==> src/rtl/mem_access_ctrl.sv <==
// Memory-stage load/store controller: takes one word access per request, drives a
// multi-cycle data memory port, stalls upstream until done, then returns a 1-cycle response.
module mem_access_ctrl #(
    parameter int unsigned MEM_LAT = 4,
    parameter int unsigned TIMEOUT = 16
) (
    input  logic        clk_i,
    input  logic        rst_i,
    input  logic        req_valid_i,
    input  logic        req_we_i,
    input  logic [15:0] req_addr_i,
    input  logic [15:0] req_wdata_i,
    output logic        req_ready_o,
    output logic        stall_o,
    output logic        resp_valid_o,
    output logic [15:0] resp_rdata_o,
    output logic        resp_err_o,
    output logic        misalign_o,
    output logic        mem_en_o,
    output logic        mem_we_o,
    output logic [15:0] mem_addr_o,
    output logic [15:0] mem_wdata_o,
    input  logic [15:0] mem_rdata_i,
    input  logic        mem_data_valid_i
);

    localparam int unsigned MaxCnt = (MEM_LAT > TIMEOUT) ? MEM_LAT : TIMEOUT;
    localparam int unsigned CntW   = (MaxCnt > 1) ? $clog2(MaxCnt) : 1;

    typedef enum logic [1:0] {StIdle, StIssue, StWait, StDone} state_e;

    state_e            state_q;
    logic              we_q;
    logic [CntW-1:0]   cnt_q;
    logic              mem_en_q;
    logic              mem_we_q;
    logic [15:0]       mem_addr_q;
    logic [15:0]       mem_wdata_q;
    logic              misalign_q;
    logic              resp_valid_q;
    logic [15:0]       resp_rdata_q;
    logic              resp_err_q;

    always_ff @(posedge clk_i) begin
        if (rst_i) begin
            state_q      <= StIdle;
            we_q         <= 1'b0;
            cnt_q        <= '0;
            mem_en_q     <= 1'b0;
            mem_we_q     <= 1'b0;
            mem_addr_q   <= '0;
            mem_wdata_q  <= '0;
            misalign_q   <= 1'b0;
            resp_valid_q <= 1'b0;
            resp_rdata_q <= '0;
            resp_err_q   <= 1'b0;
        end else begin
            // Strobes default low; each is raised only on entry to the state that owns it.
            mem_en_q     <= 1'b0;
            mem_we_q     <= 1'b0;
            misalign_q   <= 1'b0;
            resp_valid_q <= 1'b0;
            resp_rdata_q <= '0;
            resp_err_q   <= 1'b0;
            unique case (state_q)
                StIdle: begin
                    if (req_valid_i) begin
                        we_q        <= req_we_i;
                        mem_addr_q  <= {req_addr_i[15:1], 1'b0};
                        mem_wdata_q <= req_wdata_i;
                        misalign_q  <= req_addr_i[0];
                        mem_en_q    <= 1'b1;
                        mem_we_q    <= req_we_i;
                        state_q     <= StIssue;
                    end
                end
                StIssue: begin
                    cnt_q   <= we_q ? CntW'(MEM_LAT - 1) : CntW'(TIMEOUT - 1);
                    state_q <= StWait;
                end
                StWait: begin
                    if (we_q) begin
                        if (cnt_q == '0) begin
                            resp_valid_q <= 1'b1;
                            state_q      <= StDone;
                        end else begin
                            cnt_q <= cnt_q - 1'b1;
                        end
                    end else if (mem_data_valid_i) begin
                        // Data arriving on the last timeout cycle still counts as success.
                        resp_valid_q <= 1'b1;
                        resp_rdata_q <= mem_rdata_i;
                        state_q      <= StDone;
                    end else if (cnt_q == '0) begin
                        resp_valid_q <= 1'b1;
                        resp_err_q   <= 1'b1;
                        state_q      <= StDone;
                    end else begin
                        cnt_q <= cnt_q - 1'b1;
                    end
                end
                StDone: begin
                    state_q <= StIdle;
                end
                default: begin
                    state_q <= StIdle;
                end
            endcase
        end
    end

    assign req_ready_o  = ~rst_i & (state_q == StIdle);
    assign stall_o      = ~rst_i & (((state_q == StIdle) & req_valid_i) |
                                    (state_q == StIssue) | (state_q == StWait));
    assign resp_valid_o = resp_valid_q;
    assign resp_rdata_o = resp_rdata_q;
    assign resp_err_o   = resp_err_q;
    assign misalign_o   = misalign_q;
    assign mem_en_o     = mem_en_q;
    assign mem_we_o     = mem_we_q;
    assign mem_addr_o   = mem_addr_q;
    assign mem_wdata_o  = mem_wdata_q;

endmodule

==> config.mk <==
export PLATFORM = sky130hd
export DESIGN_NAME = mem_access_ctrl
export DESIGN_NICKNAME = d
export VERILOG_FILES = /design/src/rtl/mem_access_ctrl.sv
export SDC_FILE = /design/constraint.sdc
export NUM_CORES = 1
export LEC_CHECK = 0
export ABC_AREA = 0
export CAP_MARGIN = 20
export CORE_MARGIN = 5
export CORE_UTILIZATION = 35
export DETAILED_ROUTE_END_ITERATION = 16
export GPL_TIMING_DRIVEN = 0
export PLACE_DENSITY = 0.73
export SETUP_SLACK_MARGIN = 0.2
export SLEW_MARGIN = 20
export SYNTH_ARGS = -nofsm -noshare
export SYNTH_HDL_FRONTEND = slang
export SYNTH_SLANG_ARGS = --single-unit
==> constraint.sdc <==
create_clock -name clk_i -period 1.5 [get_ports clk_i]
set_input_delay 0.3 -clock clk_i [delete_from_list [all_inputs] [get_ports clk_i]]
set_output_delay 0.3 -clock clk_i [all_outputs]
set_load 0.005 [all_outputs]
# Yosys cells after proc, flatten, opt, wreduce, memory -nomap -nowiden

Cells that the tools add are included.

Register bits: 59
Input bits: 53
Output and inout port bits: 55
Word-level logic and storage cells: 51

Add/sub/neg operators: 1
Equal/unequal tests: 5
Multiplexer cells: 14
Bitwise gates (word level): 10
Reductions and logical operators: 10

Operators with widths:

| kind                                                 | count |
|---|---|
| 2-to-1 mux 4 bit                                     | 4 |
| 2-to-1 mux 2 bit                                     | 4 |
| one-hot mux 2 bit (4 select lines)                   | 1 |
| one-hot mux 4 bit (2 select lines)                   | 1 |
| OR reduction 4 bit                                   | 2 |
| NOT 1 bit                                            | 5 |
| equality test 2 bit (second input constant)          | 2 |
| zero test 4 bit                                      | 1 |
| 2-to-1 mux 1 bit                                     | 4 |
| AND reduction 2 bit                                  | 2 |
| OR reduction 2 bit                                   | 2 |
| subtractor 4 x 1 -> 4 bit (second input constant)    | 1 |
| bitwise AND 1 bit                                    | 3 |
| inequality test 3 bit (second input constant)        | 1 |
| OR reduction 3 bit                                   | 1 |
| equality test 2 x 1 -> 1 bit (second input constant) | 1 |
| zero test 2 bit                                      | 1 |
| inequality test 2 bit (second input constant)        | 1 |
| OR 1 bit                                             | 2 |
| nonzero test 2 bit                                   | 1 |

# Logic depth before layout (Yosys ltp)

Depth in word-level cells: 5
Gate-level depth with buffers: 7
Gate-level depth less buffers: 5

# Worst setup path after synthesis

No wires, ideal clock.

Kind: flip-flop to output port
Start: register state_q[0]
End: output stall_o
Arrival time: 1.185 ns
Required time: 1.200 ns
Slack: 0.015 ns
Cell stages (with the launch flop): 8
Path through: dfxtp_1 > inv_1 > ha_1 > and2_1 > buf_2 > buf_2 > nor2_1 > nor2_1

Cells in the longest elaborated chain, start to end: 5

Ends and longest elaborated chain:

| item                     | line | RTL |
|---|---|---|
| start: declaration       | 32   | `state_e state_q;` |
| start signal: assignment | 46   | `state_q <= StIdle;` |
| start signal: assignment | 74   | `state_q <= StIssue;` |
| start signal: assignment | 79   | `state_q <= StWait;` |
| zero test 2 bit          | 113  | `assign stall_o = ~rst_i & (((state_q == StIdle) & req_valid_i) \|` |
| bitwise AND 1 bit        | 113  |  |
| OR 1 bit                 | 113  |  |
| OR 1 bit *               | 114  | `(state_q == StIssue) \| (state_q == StWait));` |
| bitwise AND 1 bit *      | 113  |  |
| end: declaration         | 14   | `output logic stall_o,` |

Every way passes the cells marked *; elsewhere a longest branch is shown, timed or not.

# Worst setup path in the final report

Same ends and word-level chain as after synthesis.

==> results.ini <==
[logic_synthesis]
ys_seq_elements=59
yosysSeqAreaShare_pct=54.4
synth_warnings=0
synth_xor_xnor_area_share_pct=0.403
avgSynthCellArea_um2=9.12
syn_area_um2=2170
synth_compound_area_share_pct=12.0
yosys-top-cells-area=dfxtp_1, nand2_1, a21oi_1
ys_types=34
synth_area_leader_cell=dfxtp_1
syn_nets=296
netlist.area_leader.share_pct=54.4
synthAdderAreaFrac_pct=2.88
synth_mux_area_share_pct=0.461
synthCells=238
synth_simple_gate_area_share_pct=24.1
synth_top_family_by_area=simple AND/OR/NAND/NOR gates

[sta]
drv_slew=0
slew_headroom_pct=48.3
period_share_pct=123
worst_slew_pin_slew_ps=775
hold_viol_final=0
whs_ps=224
fmax_ghz=0.544
setup_viol=28
final.setup.tns_ps=-7130
finalCriticalPeriod_ps=1840
setup_ws_ps=-340
rsz0062_at_grt=yes
skew_ps=9.35

[hold_path]
hp-start=rst_i
hp-class=in2reg

[worst_setup_path]
cp-start-kind=flop
max_stage_delay_ps=370
arrival_ps=1540
required_ps=1200
timing.rr.start=state_q[0]
worstSetupPathType=reg2out
crit_path_end_kind=output port
cp_max_fo=3
slowest_stage=dfxtp_2
worstSetupStartpoint=state_q[0]
path_cells=inv_4, ha_4, buf_6, or2_4, nor2_4, nor2_2, buf_2

[finish]
fillers=439
seq_area_um2=1190
nets=442
multi_input_area_um2=1290
antenna_cells=0
final_common_cell=dfxtp_1
syn2layout_area_growth_pct=96.9
final_cell_area_um2=4270
drive_above_1_share_pct=40.4
final_cell_mix=dfxtp_1, dlygate4sd2_1, clkdlybuf4s50_1

[flow_run]
drv_cap=0

[route]
drt_iter0_markers=91
drt-vias-per-instance=4.72
drt_wl_total_um=7300
wire_per_inst_um=15.7
drcViolationCount=0
num_vias=2192
antenna_left=0
first_pass_iters=4

[power]
leakage_nw=1.97
peakVddDrop_mv=0.900
cellPowerDensity_nw_per_um2=1680

[global_route]
antenna_found_initial=0
grt_max_degree=11
grt_usage_pct=17.0
grt_overflow=0
grt_pass1_wl_um=10200
first_global_vias=2141

[placed_design]
portBuffers=105
gp_congestion=0.771
hpwl_um=4320
place_area_um2=3360
dp_slack_ps=-667

[clock_network]
clk_path_buf_depth=2
clkSinkCount=59
insertion_delay_ps=330
cts_made_buffers=9
htree_levels=3
clk_pin_slew_ps=60
cts_root_buffer=clkbuf_8
cts_tree=built
hold_buffers=0

[outcome]
status=finished, violations left
violations=setup timing

[die]
core_um2=5990
initial_core_util_pct=36.2
die_area_um2=7880
rows=28
die_y_um=88.8
dieWidth_um=88.8
io_pins=108

-- critical path: cells and delay by family, from the launching register on --
family | cells | cell delay, ps
flip-flops | 1 | 370
AND/OR/NAND/NOR | 3 | 370
adder cells (fa/ha/maj) | 1 | 160
buffers and inverters | 3 | 310
-- power breakdown --
part           switching, mW  internal, mW
clock network          0.621          1.02
logic                   1.57          1.90
registers              0.206          1.86
-- cell families (layout without fill, tap and decap cells) --
kind of cell / count (synthesis) / after routing
mux: 1 / 1
simple gates: 106 / 106
compound gates: 44 / 44
flops: 59 / 59
other cells: 1 / 1
fa+ha+maj: 5 / 5
buf+inv: 21 / 172
xor+xnor: 1 / 1
-- synth_stat cells --
library cell,instances
nor4_1,1
dfxtp_1,59
a211oi_1,1
and3b_1,2
xor2_1,1
mux2i_1,1
clkbuf_8,2
or2_1,1
inv_1,6
a21oi_1,35
nor2_1,5
buf_2,5
nor2b_1,2
a221oi_2,3
nor3b_1,2
a31oi_1,1
ha_1,5
and2_1,19
nand3_2,1
and4b_1,1
nor2b_2,1
nand2_1,66
buf_4,2
and4bb_1,1
clkbuf_1,5
conb_1,1
nand2b_1,1
o31ai_1,1
o31a_2,1
nand3b_2,1
buf_6,1
nand4bb_1,1
nor3_2,1
o21ai_0,2
-- state kept, by name, summed over array words and instances, names as in the netlist --
register / cells
cnt_q: 4
mem_addr_o: 15
mem_en_o: 1
mem_wdata_o: 16
mem_we_o: 1
misalign_o: 1
resp_err_o: 1
resp_rdata_o: 16
resp_valid_o: 1
state_q: 2
we_q: 1
-- stage by stage --
| step | cells | utilization [%] | total power [mW] |
|---|---|---|---|
| after floorplan | 238 | - | 3.23 |
| after global placement | 418 | 56.1 | 4.06 |
| after detailed placement | 418 | 56.1 | 4.11 |
| after CTS | 456 | 65.5 | 6.50 |
| after global routing | 464 | 71.3 | 7.57 |
| final | 464 | 71.3 | 7.18 |
-- layer usage --
| metal | vias up | share of wire (%) | global-route usage [%] |
|---|---|---|---|
| li1 | 1065 | - | - |
| met1 | 1038 | 38 | 19.7 |
| met2 | 79 | 51 | 27.6 |
| met3 | 10 | 8.7 | 6.80 |
| met4 | 0 | 1.7 | 7.55 |
| met5 | - | 0 | 0 |
-- path summary, 6_finish.rpt --
path / to / slack, ps / depth (start not counted)
worst max register to register: mem_addr_o[14] / -300 / 12
worst min register to register: mem_addr_o[14] / 450 / 2
worst min-delay path: mem_en_o / 220 / 2
worst max-delay path: stall_o / -340 / 7
-- cell type report --
cell class	instances	share of cell area, %
multi-input cells	158	30.2
repair buffers	135	30.2
flip-flops and latches	59	27.8
plain buffers	15	3.69
clock buffers	12	3.63
well taps	75	2.20
clock inverters	4	1.70
inverters	6	0.644
-- timing repair --
action                     CTS  global route
setup endpoints to repair   99            57
pin swaps                   18            43
gates resized for setup    129            75
cloned                       4             1
setup buffers               18             7
Note: power is estimated with default switching activity, not from simulation.
